## src/rtl/freq_counter_pkg.sv

```systemverilog
// Shared types and constants for the gated frequency counter front end:
// default gate length, BCD digit type, converter states and small helpers.
package freq_counter_pkg;

    localparam int GATE_CYCLES_DEFAULT = 1_000_000;

    typedef logic [3:0] bcd_digit_t;

    typedef enum logic [1:0] {
        CONV_IDLE,
        CONV_SHIFT,
        CONV_LOAD
    } conv_state_t;

    // Double-dabble correction applied to each digit before every shift.
    function automatic bcd_digit_t add3_if_ge5(input bcd_digit_t d);
        return (d >= 4'd5) ? bcd_digit_t'(d + 4'd3) : d;
    endfunction

    function automatic longint unsigned pow10(input int n);
        longint unsigned r;
        r = 1;
        for (int i = 0; i < n; i++) r = r * 10;
        return r;
    endfunction

endpackage

```

## src/rtl/freq_gate_bcd_bin2bcd_seq.sv

```systemverilog
// Sequential double-dabble converter: one bit per cycle, CNT_W shift cycles,
// then a single LOAD cycle in which done is high and bcd holds the result.
module bin2bcd_seq
    import freq_counter_pkg::*;
#(
    parameter int CNT_W  = 20,
    parameter int DIGITS = 6
) (
    input  logic                  clk,
    input  logic                  reset,
    input  logic                  start,
    input  logic [CNT_W-1:0]      bin,
    output logic                  done,
    output logic [4*DIGITS-1:0]   bcd
);

    localparam int STEP_W = $clog2(CNT_W + 1);
    localparam logic [STEP_W-1:0] LAST_STEP = STEP_W'(CNT_W - 1);

    conv_state_t          state;
    logic [CNT_W-1:0]     shift_reg;
    logic [STEP_W-1:0]    step;
    logic [4*DIGITS-1:0]  adjusted;
    logic                 spill_unused;

    always_comb begin
        adjusted = '0;
        for (int i = 0; i < DIGITS; i++) begin
            adjusted[4*i +: 4] = add3_if_ge5(bcd[4*i +: 4]);
        end
    end

    // The top adjusted bit only shifts out for values that the top level
    // already saturates, so it is intentionally discarded.
    assign spill_unused = adjusted[4*DIGITS-1];

    always_ff @(posedge clk) begin
        if (reset) begin
            state     <= CONV_IDLE;
            shift_reg <= '0;
            step      <= '0;
            bcd       <= '0;
            done      <= 1'b0;
        end else begin
            done <= 1'b0;
            unique case (state)
                CONV_IDLE: begin
                    if (start) begin
                        shift_reg <= bin;
                        bcd       <= '0;
                        step      <= '0;
                        state     <= CONV_SHIFT;
                    end
                end
                CONV_SHIFT: begin
                    bcd       <= {adjusted[4*DIGITS-2:0], shift_reg[CNT_W-1]};
                    shift_reg <= shift_reg << 1;
                    step      <= step + STEP_W'(1);
                    if (step == LAST_STEP) begin
                        state <= CONV_LOAD;
                        done  <= 1'b1;
                    end
                end
                CONV_LOAD: begin
                    state <= CONV_IDLE;
                end
                default: begin
                    state <= CONV_IDLE;
                end
            endcase
        end
    end

endmodule

```

## src/rtl/freq_gate_bcd.sv

```systemverilog
// Gated frequency counter: synchronizes clk_x_in, counts its rising edges per
// gate window, converts the count to BCD and offers it on a valid/ready port.
module freq_gate_bcd
    import freq_counter_pkg::*;
#(
    parameter int REF_HZ      = 1_000_000,
    parameter int GATE_CYCLES = GATE_CYCLES_DEFAULT,
    parameter int CNT_W       = 20,
    parameter int DIGITS      = 6
) (
    input  logic                 clk_ref_in,
    input  logic                 reset_in,
    input  logic                 clk_x_in,
    output logic [4*DIGITS-1:0]  bcd_out,
    output logic                 overflow_out,
    output logic                 valid_out,
    input  logic                 ready_in
);

    localparam int TIMER_W = $clog2(GATE_CYCLES);
    localparam logic [TIMER_W-1:0] TIMER_LAST = TIMER_W'(GATE_CYCLES - 1);
    localparam logic [CNT_W-1:0] CNT_MAX = '1;
    localparam longint unsigned DEC_LIMIT = pow10(DIGITS);

    if (GATE_CYCLES <= CNT_W + 2) begin : g_gate_too_short
        $error("GATE_CYCLES must exceed CNT_W+2 so a capture only arrives in IDLE");
    end
    if (CNT_W < 64 && (64'd1 << CNT_W) < DEC_LIMIT) begin : g_cnt_too_narrow
        $error("CNT_W too narrow to hold 10^DIGITS");
    end
    if (REF_HZ < 2) begin : g_ref_too_slow
        $error("REF_HZ must be at least 2");
    end

    logic                 x_sync1;
    logic                 x_sync2;
    logic                 x_prev;
    logic                 edge_det;
    logic [TIMER_W-1:0]   gate_timer;
    logic                 terminal;
    logic [CNT_W-1:0]     edge_cnt;
    logic [CNT_W-1:0]     capture;
    logic                 capture_sat;
    logic                 sat_q;
    logic                 conv_done;
    logic [4*DIGITS-1:0]  conv_bcd;

    always_ff @(posedge clk_ref_in) begin
        if (reset_in) begin
            x_sync1 <= 1'b0;
            x_sync2 <= 1'b0;
            x_prev  <= 1'b0;
        end else begin
            x_sync1 <= clk_x_in;
            x_sync2 <= x_sync1;
            x_prev  <= x_sync2;
        end
    end

    assign edge_det = x_sync2 & ~x_prev;
    assign terminal = (gate_timer == TIMER_LAST);

    // An edge seen in the terminal cycle still belongs to the closing window.
    always_comb begin
        capture = edge_cnt;
        if (edge_det && edge_cnt != CNT_MAX) begin
            capture = edge_cnt + CNT_W'(1);
        end
    end

    assign capture_sat = (64'(capture) >= DEC_LIMIT);

    always_ff @(posedge clk_ref_in) begin
        if (reset_in) begin
            gate_timer <= '0;
            edge_cnt   <= '0;
            sat_q      <= 1'b0;
        end else if (terminal) begin
            gate_timer <= '0;
            edge_cnt   <= '0;
            sat_q      <= capture_sat;
        end else begin
            gate_timer <= gate_timer + TIMER_W'(1);
            if (edge_det && edge_cnt != CNT_MAX) begin
                edge_cnt <= edge_cnt + CNT_W'(1);
            end
        end
    end

    bin2bcd_seq #(
        .CNT_W  (CNT_W),
        .DIGITS (DIGITS)
    ) u_bin2bcd (
        .clk   (clk_ref_in),
        .reset (reset_in),
        .start (terminal),
        .bin   (capture),
        .done  (conv_done),
        .bcd   (conv_bcd)
    );

    // Latest result wins: a new LOAD overwrites an unaccepted result.
    always_ff @(posedge clk_ref_in) begin
        if (reset_in) begin
            bcd_out      <= '0;
            overflow_out <= 1'b0;
            valid_out    <= 1'b0;
        end else if (conv_done) begin
            bcd_out      <= sat_q ? {DIGITS{4'h9}} : conv_bcd;
            overflow_out <= sat_q;
            valid_out    <= 1'b1;
        end else if (valid_out && ready_in) begin
            valid_out <= 1'b0;
        end
    end

endmodule

```

## config.mk

```make
export PLATFORM = sky130hd
export DESIGN_NAME = freq_gate_bcd
export DESIGN_NICKNAME = d
export VERILOG_FILES = /design/src/rtl/freq_counter_pkg.sv /design/src/rtl/freq_gate_bcd_bin2bcd_seq.sv /design/src/rtl/freq_gate_bcd.sv
export SDC_FILE = /design/constraint.sdc
export NUM_CORES = 1
export LEC_CHECK = 0
export CORE_ASPECT_RATIO = 1.1
export CORE_UTILIZATION = 40
export DETAILED_ROUTE_END_ITERATION = 8
export SLEW_MARGIN = 0
export SYNTH_ARGS = -nofsm -noshare
export SYNTH_HDL_FRONTEND = slang
export SYNTH_SLANG_ARGS = --single-unit
```

## constraint.sdc

```tcl
create_clock -name clk_ref_in -period 3.2 [get_ports clk_ref_in]
set_input_delay 0.32 -clock clk_ref_in [delete_from_list [all_inputs] [get_ports clk_ref_in]]
set_output_delay 0.32 -clock clk_ref_in [all_outputs]
set_load 0.01 [all_outputs]
```

**Word level (Yosys, flattened, before mapping)**

Index checks and enable logic that the tools add are counted.

- Bits in registers: 122
- Output and inout bits: 26

- Add/sub/neg operators: 9
- Magnitude comparators: 7
- Eq/ne operators: 6
- Mux-type cells: 20
- Bitwise logic cells: 3
- Reduce and logical (&&, ||, !) cells: 9

Operators by type and width:

| kind | number |
|---|---|
| $mux W24 | 2 |
| $pmux W24 S2 | 1 |
| $add A20 B1 Y20 const B | 2 |
| $mux W20 | 2 |
| $pmux W20 S2 | 1 |
| $ge A4 B3 Y1 const B | 6 |
| $add A4 B2 Y4 const B | 5 |
| $eq A20 B20 Y1 const B | 1 |
| $ge A20 B20 Y1 const B | 1 |
| $mux W4 | 5 |
| $ne A20 B20 Y1 const B | 1 |
| $pmux W5 S2 | 1 |
| $add A5 B1 Y5 const B | 1 |
| $eq A5 B5 Y1 const B | 1 |
| $mux W5 | 1 |
| $mux W2 | 2 |
| $pmux W2 S2 | 1 |
| $reduce_and A2 Y1 | 2 |
| $reduce_bool A2 Y1 | 2 |
| $reduce_or A2 Y1 | 2 |
| $add A3 B2 Y3 const B | 1 |
| $mux W1 | 3 |
| $mux W3 | 1 |
| $eq A2 B1 Y1 const B | 1 |
| other kinds (6) | 8 |

**Logic depth before layout (Yosys ltp)**

Gate-level depths: netlist of the first run.

- Word-level depth: 6
- Mapped depth: 10
- Mapped depth without buffers: 8

**Modules after synthesis**

Synthesis of the first run repeated with hierarchy kept, for this count alone.

- Cells, all modules: 649
- Area, all modules: 5639.2 sq um

Modules (own cells, without submodules):

| module | instances | cells each | area an instance (sq um) | sequential area each (sq um) |
|---|---|---|---|---|
| freq_gate_bcd | 1 | 343 | 3090.5 | 1401.3 |
| bin2bcd_seq | 1 | 306 | 2548.7 | 1041.0 |

**Worst setup path after synthesis of the first run**

Ideal clock, no wire load.

- Path type: reg2reg
- From: reg edge_cnt[0]
- To: reg sat_q
- Setup time: 126 ps
- Data arrival time: 2107 ps
- Setup slack: 967 ps
- Stages on the path, launching flop included: 10
- Period minus slack after synthesis: 2233 ps
- Cells stage by stage: dfxtp_1 > ha_1 > nand3_2 > or4_1 > buf_2 > a311o_2 > o21ai_2 > a311oi_1 > nor3_1 > o31ai_1

- Cells in the longest elaborated chain, start to end: 4

RTL lines:

| what | line | source |
|---|---|---|
| start: declaration | freq_gate_bcd.sv:41 | `logic [CNT_W-1:0] edge_cnt;` |
| start signal: assignment | freq_gate_bcd.sv:85 | `edge_cnt <= edge_cnt + CNT_W'(1);` |
| branches (longest 2 deep; another with $add A20 B1 Y20) | - |  |
| $mux W20 (*) | freq_gate_bcd.sv:66 | `if (edge_det && edge_cnt != CNT_MAX) begin` |
| $ge A20 B20 Y1 (*) | freq_gate_bcd.sv:71 | `assign capture_sat = (64'(capture) >= DEC_LIMIT);` |
| end signal: assignment | freq_gate_bcd.sv:81 | `sat_q <= capture_sat;` |
| end: declaration | freq_gate_bcd.sv:44 | `logic sat_q;` |

Every way passes the cells marked *.
A chain may end at the register's enable or synchronous reset.

**Worst setup path in the final report of the first run**

Same ends and word-level chain as after synthesis.

==> flow_summary.toml, run 1 <==
[grt]
grt-ovfl-total = 0
grt.total_usage_pct = 18.3
initial_antenna_violation_count = 0
first_global_vias = 4489
grt_first_pass_wirelength_um = 21300
grt_max_degree = 46

[floorplanning]
fp.dieArea_sq_um = 14500
num_rows = 45
die_w_um = 115
design.core.area_sq_um = 13700
top_level_ports = 30
floorplan.initialDensity_pct = 40.8
fp.dieH_um = 126

[logic_synthesis]
synth_sequential_area_ratio_pct = 43.6
yosys.area.top_type_share_pct = 43.6
syn-cell-area_sq_um = 5600
synth_compound_area_share_pct = 14.7
post_synth_xor_area_fraction_pct = 6.72
ys_warn_count = 0
ys_async_sr_fraction_pct = 0
largest_area_contributor_in_the_netlist = "sky130_fd_sc_hd__dfxtp_1"
synth_cell_type_count = 55
synth_top_family_by_area = "simple AND/OR/NAND/NOR gates"
netlist_instances = 673
synth_seq_cells = 122
syn-mean-instance-area_sq_um = 8.33
yosys.area_share.simple_pct = 25.5
synth_enable_flop_cells = 0
yosys.area_share.adder_pct = 3.35
muxShareOfSynthArea_pct = 1.27
synth_ff_type = "sky130_fd_sc_hd__dfxtp_1"
postSynthNetCount = 692
synth_top_cells_by_area = "sky130_fd_sc_hd__dfxtp_1, sky130_fd_sc_hd__nor2_1, sky130_fd_sc_hd__a21oi_1"

[timing]
tightestPinTransition_ps = 774
setup_viol_count_final = 0
max_freq_ghz = 0.398
drv_slew = 0
setup-tns-final_ps = 0
rsz0062_at_grt = "no"
final.setup_skew_ps = 7.34
timing.final.hold_violations = 0
min_period_over_period_pct = 78.6
maxSlewHeadroom_pct = 48.3
finalHoldWorstSlack_ps = 424
fin_crit_ps = 2510

[clock_network]
tritoncts_clock_tree = "yes"
cts-root-buf = "sky130_fd_sc_hd__clkbuf_16"
cts_hold_bufs = 0
h_tree_levels = 4
cts_post_setup_buffers_inserted = 0
clockBufferDepth = 2
post_cts_resized = 0
clkSlewWorstSetupHoldPaths_ps = 50
cts_buffers = 17
cts_num_sinks = 122
worstSkewPairLatency_ps = 420

[power]
power.static_leakage_uw = 0.00226
vdd_ir_drop_max_mv = 0.278
power_per_cell_area_nw_per_um2 = 525

[placement]
dp.final_hpwl_um = 8180
port_buffers = 29
routabilityCongestion = 0.844

[worst_setup_path]
cp_cell_sequence = "ha_1, nand3_2, or4_1, a311o_2, o21ai_2, a311oi_1, nor3_1, o31ai_1"
critPathKind = "reg -> reg"
critPathCaptureType = "flip-flop"
timing.reg2reg.setup_slack_ps = 690
path_max_fanout = 6
crit_path_start_kind = "flip-flop"
cpLargestDelayFamily = "simple AND/OR/NAND/NOR gates"
cpMaxStageDelayCell = "sky130_fd_sc_hd__or4_1"
worstPathArrival_ps = 2800
crit_path_buf_inv_count = 0
worst_path_largest_cell_delay_ps = 690
cp_data_required_time_ps = 3490

[drt]
avgRoutedWirePerCell_um = 13.7
router_iterations_before_antenna_repair = 4
antenna_violating_nets_post_route = 0
total_number_of_vias = 4628
drt-total-wl_um = 12200
vias_per_cell = 5.19
drtIter0Drc = 266
drcViolationCount = 0

[run]
max_cap_viols = 0

[cells_and_area]
layout_nets = 710
insertedDiodeCount = 0
drive_above_1_share_pct = 8.10
layout.core_utilization_pct = 48.0
area_growth_syn_to_layout_pct = 17.7
layout.cells.most_common_list = "sky130_fd_sc_hd__dfxtp_1, sky130_fd_sc_hd__nor2_1, sky130_fd_sc_hd__a21oi_1"
layout.cells.most_common = "sky130_fd_sc_hd__dfxtp_1"
fill_cells = 1370
reg_top3 = "bcd_out (24), u_bin2bcd.bcd (24)"

[outcome]
status = "finished clean"

[hold_path]
worst_hold_path_type = "in -> reg"
cell families after synthesis:
kind of cell | after synthesis
xor+xnor | 43
mux | 7
fa+ha+maj | 15
flops | 122
simple gates | 293
buf+inv | 57
compound gates | 136
synth_stat cells (3+ instances only):
| library cell | count |
|---|---|
| sky130_fd_sc_hd__inv_1 | 18 |
| sky130_fd_sc_hd__o21ai_0 | 29 |
| sky130_fd_sc_hd__a31oi_1 | 5 |
| sky130_fd_sc_hd__mux2i_1 | 6 |
| sky130_fd_sc_hd__a211oi_1 | 13 |
| sky130_fd_sc_hd__buf_1 | 3 |
| sky130_fd_sc_hd__dfxtp_1 | 122 |
| sky130_fd_sc_hd__nor3_1 | 28 |
| sky130_fd_sc_hd__or3_1 | 3 |
| sky130_fd_sc_hd__nor2_1 | 107 |
| sky130_fd_sc_hd__o22ai_1 | 8 |
| sky130_fd_sc_hd__clkbuf_1 | 29 |
| sky130_fd_sc_hd__o211ai_1 | 5 |
| sky130_fd_sc_hd__nand2_1 | 43 |
| sky130_fd_sc_hd__a211o_1 | 6 |
| sky130_fd_sc_hd__nand2b_1 | 13 |
| sky130_fd_sc_hd__nand4_1 | 10 |
| sky130_fd_sc_hd__a21oi_1 | 55 |
| sky130_fd_sc_hd__nor4_1 | 3 |
| sky130_fd_sc_hd__and3_1 | 5 |
| sky130_fd_sc_hd__a311oi_1 | 3 |
| sky130_fd_sc_hd__buf_2 | 3 |
| sky130_fd_sc_hd__nand3_1 | 35 |
| sky130_fd_sc_hd__and2_1 | 7 |
| sky130_fd_sc_hd__nand3b_1 | 8 |
| sky130_fd_sc_hd__xor2_1 | 24 |
| sky130_fd_sc_hd__xnor2_1 | 19 |
| sky130_fd_sc_hd__nor2b_1 | 15 |
| sky130_fd_sc_hd__ha_1 | 15 |
area by class of cell:
class / count / area (sq um) / share of cell area (%)
inverters: 18 / 67.6 / 1.02
repair buffers: 38 / 353 / 5.35
clock inverters: 6 / 57.6 / 0.873
flip-flops and latches: 122 / 2440 / 37.0
well taps: 188 / 235 / 3.57
clock buffers: 26 / 539 / 8.18
multi-input cells: 494 / 2900 / 44.0
power by group:
group	switching, uW	leakage [uW]	total (uW)	internal [uW]
combinational	32.2	0.000983	44.4	12.2
clock	656	0.000298	1880	1230
sequential	4.95	0.000983	1530	1530
worst reg2reg max path, stage by stage, from the launching register on:
cell,delay (ps)
sky130_fd_sc_hd__dfxtp_1,380
sky130_fd_sc_hd__ha_1,220
sky130_fd_sc_hd__nand3_2,120
sky130_fd_sc_hd__or4_1,690
sky130_fd_sc_hd__a311o_2,370
sky130_fd_sc_hd__o21ai_2,240
sky130_fd_sc_hd__a311oi_1,80
sky130_fd_sc_hd__nor3_1,200
sky130_fd_sc_hd__o31ai_1,90
worst paths after layout:
check / startpoint / endpoint / cells past startpoint
min reg2reg: x_sync1 / x_sync2 / 1
max reg2reg: edge_cnt[0] / sat_q / 8
max: edge_cnt[0] / sat_q / 8
min: reset_in / u_bin2bcd.shift_reg[6] / 2
per-layer routing:
layer	up-vias	track usage (%)	routed length, um	part of all wire, %
li1	2365	-	-	-
met2	60	30.5	5810	48
met4	0	8.25	238	1.9
met1	2182	22.6	5890	48
met3	21	3.80	284	2.3
met5	-	0	0	0
stage by stage:
step                      cell area (sq um)  total power (uW)  worst slack [ps]  instances
after floorplan                        5600              1590               967        673
after global placement                 6000              1610               792        860
after detailed placement               6000              1610               736        860
after CTS                              6590              3490               701        892
after global routing                   6590              3570               535        892
final                                  6590              3460               686        892
Note: power is estimated with default switching activity, not from simulation.
==> run 2: changes to the inputs <==
Clock period 3.2 ns to 2.05 ns, I/O delays scaled along.
==> run 2 against run 1 <==
Clock skew shrank 0.53 ps. The flow now finishes with violations (setup timing). Global-route usage grew 1.0 points. Highest routed layer unchanged. Critical path type unchanged. Non-clock buffer count grew 53. Combinational power grew 120%. Die area is the same. Clock power grew 49%. Register-to-register slack lost 700 ps. Count of clock-buffer cells in the layout shrank 2.
==> flow_summary.toml, run 2 (synthesis gave the netlist of run 1 again) <==
[timing]
final.setup_skew_ps = 6.81
setup_viol_count_final = 2
maxSlewHeadroom_pct = 50.4
max_freq_ghz = 0.485
min_period_over_period_pct = 101
drv_slew = 0
fin_crit_ps = 2060
final_setup_slack_of_the_worst_path_ps = -10.7
tightestPinTransition_ps = 742
rsz0062_at_grt = "yes"
timing.final.hold_violations = 0

[power]
power.total_uw = 5290
switchingPower_uw = 1090
power.share.switching_pct = 20.6
p_comb_share_pct = 1.8
power_per_cell_area_nw_per_um2 = 734
pwr-share-clk_pct = 53.0
p_seq_share_pct = 45.2
power.static_leakage_uw = 0.00258
internal_power_uw = 4200
vdd_ir_drop_max_mv = 0.525

[grt]
global_route.usage.met1_pct = 22.5
grt.total_usage_pct = 19.4
grtUsageMet2_pct = 33.0
grt_max_degree = 43
layer_with_the_highest_usage_after_global_routing = "met2"
initial_antenna_violation_count = 0
grt-ovfl-total = 0
grt_first_pass_wirelength_um = 22000
use_met3_pct = 4.81
first_global_vias = 4699

[clock_network]
cts_hold_bufs = 0
h_tree_levels = 4
cts_num_sinks = 122
clkSlewWorstSetupHoldPaths_ps = 50
cts_buffers = 17
clockBufferDepth = 2
tritoncts_clock_tree = "yes"
cts-root-buf = "sky130_fd_sc_hd__clkbuf_16"
worstSkewPairLatency_ps = 420

[drt]
router_iterations_before_antenna_repair = 4
drt-total-wl_um = 13100
vias_per_cell = 5.17
antenna_violating_nets_post_route = 0
total_number_of_vias = 4888
drcViolationCount = 0
avgRoutedWirePerCell_um = 13.8
drtIter0Drc = 320

[worst_setup_path]
worstPathArrival_ps = 2410
worst_path_largest_cell_delay_ps = 550
worstRegToRegCells = 8
crit_path_buf_inv_count = 0
critPathCaptureType = "flip-flop"
cp_data_required_time_ps = 2400
critPathKind = "reg -> reg"
reg2reg_to = "u_bin2bcd.shift_reg[3]"
cpMaxStageDelayCell = "sky130_fd_sc_hd__or4_4"
timing.reg2reg.setup_slack_ps = -10
reg2reg_from = "edge_cnt[0]"
crit_path_start_kind = "flip-flop"
path_max_fanout = 5
cp_cell_sequence = "ha_4, nand3_4, or4_4, o21a_4, nand4_1, xor2_1, a211o_1, a21oi_1"
cpLargestDelayFamily = "simple AND/OR/NAND/NOR gates"

[hold_path]
worst_hold_stages = 2
timing.hold.worst_endpoint = "u_bin2bcd.shift_reg[6]"
worstHoldStart = "reset_in"
worst_hold_path_type = "in -> reg"

[floorplanning]
num_rows = 45
design.core.area_sq_um = 13700
fp.dieArea_sq_um = 14500
fp.dieH_um = 126
top_level_ports = 30
floorplan.initialDensity_pct = 40.8
die_w_um = 115

[placement]
port_buffers = 29
dp.final_hpwl_um = 8740
routabilityCongestion = 0.840
placement.setup.worst_slack_ps = -122

[cells_and_area]
insertedDiodeCount = 0
fill_cells = 1333
layout.core_utilization_pct = 52.5
area_growth_syn_to_layout_pct = 28.7
layout.cells.most_common_list = "sky130_fd_sc_hd__dfxtp_1, sky130_fd_sc_hd__nor2_1, sky130_fd_sc_hd__buf_4"
reg_top3 = "bcd_out (24), u_bin2bcd.bcd (24)"
layout.cells.most_common = "sky130_fd_sc_hd__dfxtp_1"
layout_nets = 763
drive_above_1_share_pct = 19.2

[outcome]
violations = "setup timing"
status = "complete, but fails checks"

[run]
max_cap_viols = 0
[run 2: cell types whose count changed in the layout (fill, tap and decap cells not counted), sizes merged]
cell	before	now
buf	10	63
clkbuf	26	24
clkinv	4	6
[run 2: what timing repair did]
action	4_1_cts	5_1_grt
endpoints found under the setup margin	12	24
resized for setup	17	27
setup buffers	2	3
pin swaps	10	10
[run 2: worst reg2reg max path, cell delays in order (launching register included)]
cell                      delay [ps]
sky130_fd_sc_hd__dfxtp_2         350
sky130_fd_sc_hd__ha_4            150
sky130_fd_sc_hd__nand3_4          90
sky130_fd_sc_hd__or4_4           550
sky130_fd_sc_hd__o21a_4          270
sky130_fd_sc_hd__nand4_1          90
sky130_fd_sc_hd__xor2_1           90
sky130_fd_sc_hd__a211o_1         300
sky130_fd_sc_hd__a21oi_1         120
[run 2: layout make-up]
class | instances | area (sq um) | area share (%)
Inverter | 18 | 67.6 | 0.937
Sequential cell | 122 | 2450 | 34.0
Timing Repair Buffer | 91 | 796 | 11.0
Clock buffer | 24 | 492 | 6.82
Tap cell | 188 | 235 | 3.26
Multi-Input combinational cell | 494 | 3100 | 43.0
Clock inverter | 8 | 67.6 | 0.937
[run 2: metrics by stage]
stage               TNS, ps  instances  hold WS [ps]  instance area (sq um)
floorplan                 0        673           333                   5630
global placement       -142        909           423                   6420
detailed placement     -462        909           443                   6420
CTS                   -6.47        943           200                   7070
global route          -1010        945           237                   7210
finish                -19.0        945           197                   7210
[run 2: how the worst max path moves through the flow]
stage,slack (ps),endpoint,from,depth (start not counted)
after global routing,-110,sat_q,edge_cnt[0],8
final,-10,u_bin2bcd.shift_reg[3],edge_cnt[0],8
after floorplan,3,sat_q,edge_cnt[1],9
after global placement,-90,sat_q,edge_cnt[1],8
after CTS,-6,u_bin2bcd.shift_reg[2],edge_cnt[0],8
after detailed placement,-120,sat_q,edge_cnt[1],8
[run 2: power by group through the flow]
stage	combinational [uW]	clock, uW	sequential, uW
floorplan	51.1	0	2440
global placement	93.4	0	2440
detailed placement	95.6	0	2440
CTS	96.7	2870	2390
global route	108	2980	2390
finish	96.0	2810	2390
[run 2: metal layers]
layer	wire length (um)	part of all wire (%)
met1	5920	45
met2	6390	49
met3	488	3.7
met4	285	2.2
met5	0	0
==> run 3: changes to the inputs <==
Settings changed: CORE_UTILIZATION 40 to 25.
==> run 3 against run 2 <==
The run still ends with setup timing left. Critical path depth grew 1. First-iteration DRC count shrank 29%. Setup slack lost 1.5 ps. Cell area grew 2.2%. Hold slack lost 50 ps. Combinational power grew 5%. Sequential cell count is the same. Highest routed layer unchanged.
==> flow_summary.toml, run 3 (synthesis gave the netlist of run 1 again) <==
[outcome]
status = "complete, but fails checks"
violations = "setup timing"

[worst_setup_path]
path_max_fanout = 5
worstPathArrival_ps = 2400
worstRegToRegCells = 9
cpMaxStageDelayCell = "sky130_fd_sc_hd__or4_4"
critical-path-top-cell-by-count = "sky130_fd_sc_hd__o21ai_4"
cp_data_required_time_ps = 2380
reg2reg_to = "sat_q"
reg2reg_from = "edge_cnt[1]"
worst_path_largest_cell_delay_ps = 450
crit_path_start_kind = "flip-flop"
critPathCaptureType = "flip-flop"
cp_cell_sequence = "ha_4, nand3_2, or4_4, buf_6, o21ai_4, o21ai_4, a311oi_2, nor3_2, o31ai_1"
timing.reg2reg.setup_slack_ps = -10
critPathKind = "reg -> reg"

[floorplanning]
die_w_um = 145
num_rows = 57
top_level_ports = 30
floorplan.initialDensity_pct = 25.4
design.core.area_sq_um = 22000
fp.dieH_um = 159
fp.dieArea_sq_um = 23000

[timing]
tightestPinTransition_ps = 852
final.setup_skew_ps = 6.07
max_freq_ghz = 0.485
fin_crit_ps = 2060
finalHoldWorstSlack_ps = 147
final_setup_slack_of_the_worst_path_ps = -12.2
rsz0062_at_grt = "yes"
timing.final.hold_violations = 0
setup-tns-final_ps = -12.2
drv_slew = 0
min_period_over_period_pct = 101
setup_viol_count_final = 1
maxSlewHeadroom_pct = 43.1

[clock_network]
cts_buffers = 17
clkSlewWorstSetupHoldPaths_ps = 50
cts-root-buf = "sky130_fd_sc_hd__clkbuf_16"
cts_num_sinks = 122
h_tree_levels = 4
tritoncts_clock_tree = "yes"
clockBufferDepth = 2
cts_hold_bufs = 0
worstSkewPairLatency_ps = 420

[grt]
global_route.usage.met1_pct = 15.4
use_met3_pct = 3.04
initial_antenna_violation_count = 0
grt_max_degree = 53
grtUsageMet2_pct = 19.2
grt-ovfl-total = 0
grt.total_usage_pct = 12.1
first_global_vias = 4629
layer_with_the_highest_usage_after_global_routing = "met2"
grt_first_pass_wirelength_um = 22100

[power]
vdd_ir_drop_max_mv = 0.427
power_per_cell_area_nw_per_um2 = 735
power.static_leakage_uw = 0.00261

[placement]
dp.final_hpwl_um = 8570
place_area_sq_um = 6630
placement.setup.worst_slack_ps = -79.2
port_buffers = 29
routabilityCongestion = 0.808

[drt]
total_number_of_vias = 4833
drcViolationCount = 0
drtIter0Drc = 226
router_iterations_before_antenna_repair = 5
vias_per_cell = 4.56
antenna_violating_nets_post_route = 0
drt-total-wl_um = 12800
avgRoutedWirePerCell_um = 12.1

[hold_path]
timing.hold.worst_endpoint = "gate_timer[4]"
worst_hold_path_type = "in -> reg"
worstHoldStart = "reset_in"
worst_hold_stages = 2

[cells_and_area]
area_growth_syn_to_layout_pct = 31.5
fill_cells = 2260
finish.instance_area_sq_um = 7370
drive_above_1_share_pct = 18.6
layout.cells.most_common = "sky130_fd_sc_hd__dfxtp_1"
final-seq-area_sq_um = 2450
layout.core_utilization_pct = 33.4
layout_nets = 771
layout.cells.most_common_list = "sky130_fd_sc_hd__dfxtp_1, sky130_fd_sc_hd__nor2_1, sky130_fd_sc_hd__buf_4"
multiInputGateArea_sq_um = 3050
reg_top3 = "bcd_out (24), u_bin2bcd.bcd (24)"
insertedDiodeCount = 0

[run]
max_cap_viols = 0
==> run 3: cell types whose count changed in the layout (fill, tap and decap cells not counted), sizes merged <==
cell	previous run	this run
buf	63	71
clkinv	6	5
bufinv	1	2
clkbuf	24	23
==> run 3: through the flow <==
| step | power, uW | cells |
|---|---|---|
| final | 5420 | 1059 |
| after global routing | 5620 | 1059 |
| after CTS | 5490 | 1057 |
| after detailed placement | 2540 | 1026 |
| after global placement | 2540 | 1026 |
| after floorplan | 2490 | 673 |
==> run 3: worst max path at each step <==
stage / from / end / slack, ps
floorplan: edge_cnt[1] / sat_q / 3
global placement: edge_cnt[6] / sat_q / -40
detailed placement: edge_cnt[7] / sat_q / -80
CTS: edge_cnt[6] / u_bin2bcd.shift_reg[17] / -40
global route: edge_cnt[0] / sat_q / -140
finish: edge_cnt[1] / sat_q / -10
==> run 3: power by group <==
part	internal (uW)	switching, uW	total (uW)	leakage (uW)
clock	1900	1030	2930	0.000289
combinational	40.5	60.3	101	0.00134
sequential	2380	6.04	2390	0.000986
==> run 3: final cells by class <==
| type | instances | share of cell area [%] |
|---|---|---|
| Multi-Input combinational cell | 494 | 41.4 |
| Timing Repair Buffer | 99 | 11.6 |
| Sequential cell | 122 | 33.2 |
| Clock inverter | 8 | 1.26 |
| Inverter | 18 | 0.917 |
| Tap cell | 295 | 5.01 |
| Clock buffer | 23 | 6.62 |
==> run 3: critical path, delay by kind of cell (launching register included) <==
family | cells | cell delay [ps]
fa+ha+maj | 1 | 140
buf+inv | 1 | 160
compound gates | 4 | 720
simple gates | 3 | 600
flops | 1 | 350
==> run 3: what timing repair did <==
item                                    4_1_cts  5_1_grt
hold endpoints to repair                      0        0
resized for setup                            10       20
pin swaps                                     2        4
buffers inserted                              0        2
endpoints found under the setup margin        9       33
==> run 3: per-layer routing <==
metal,part of all wire (%),vias up,wire [um]
li1,-,2492,-
met1,49,2266,6340
met2,46,62,5950
met3,2.9,13,367
met4,1.3,0,170
met5,0,-,0
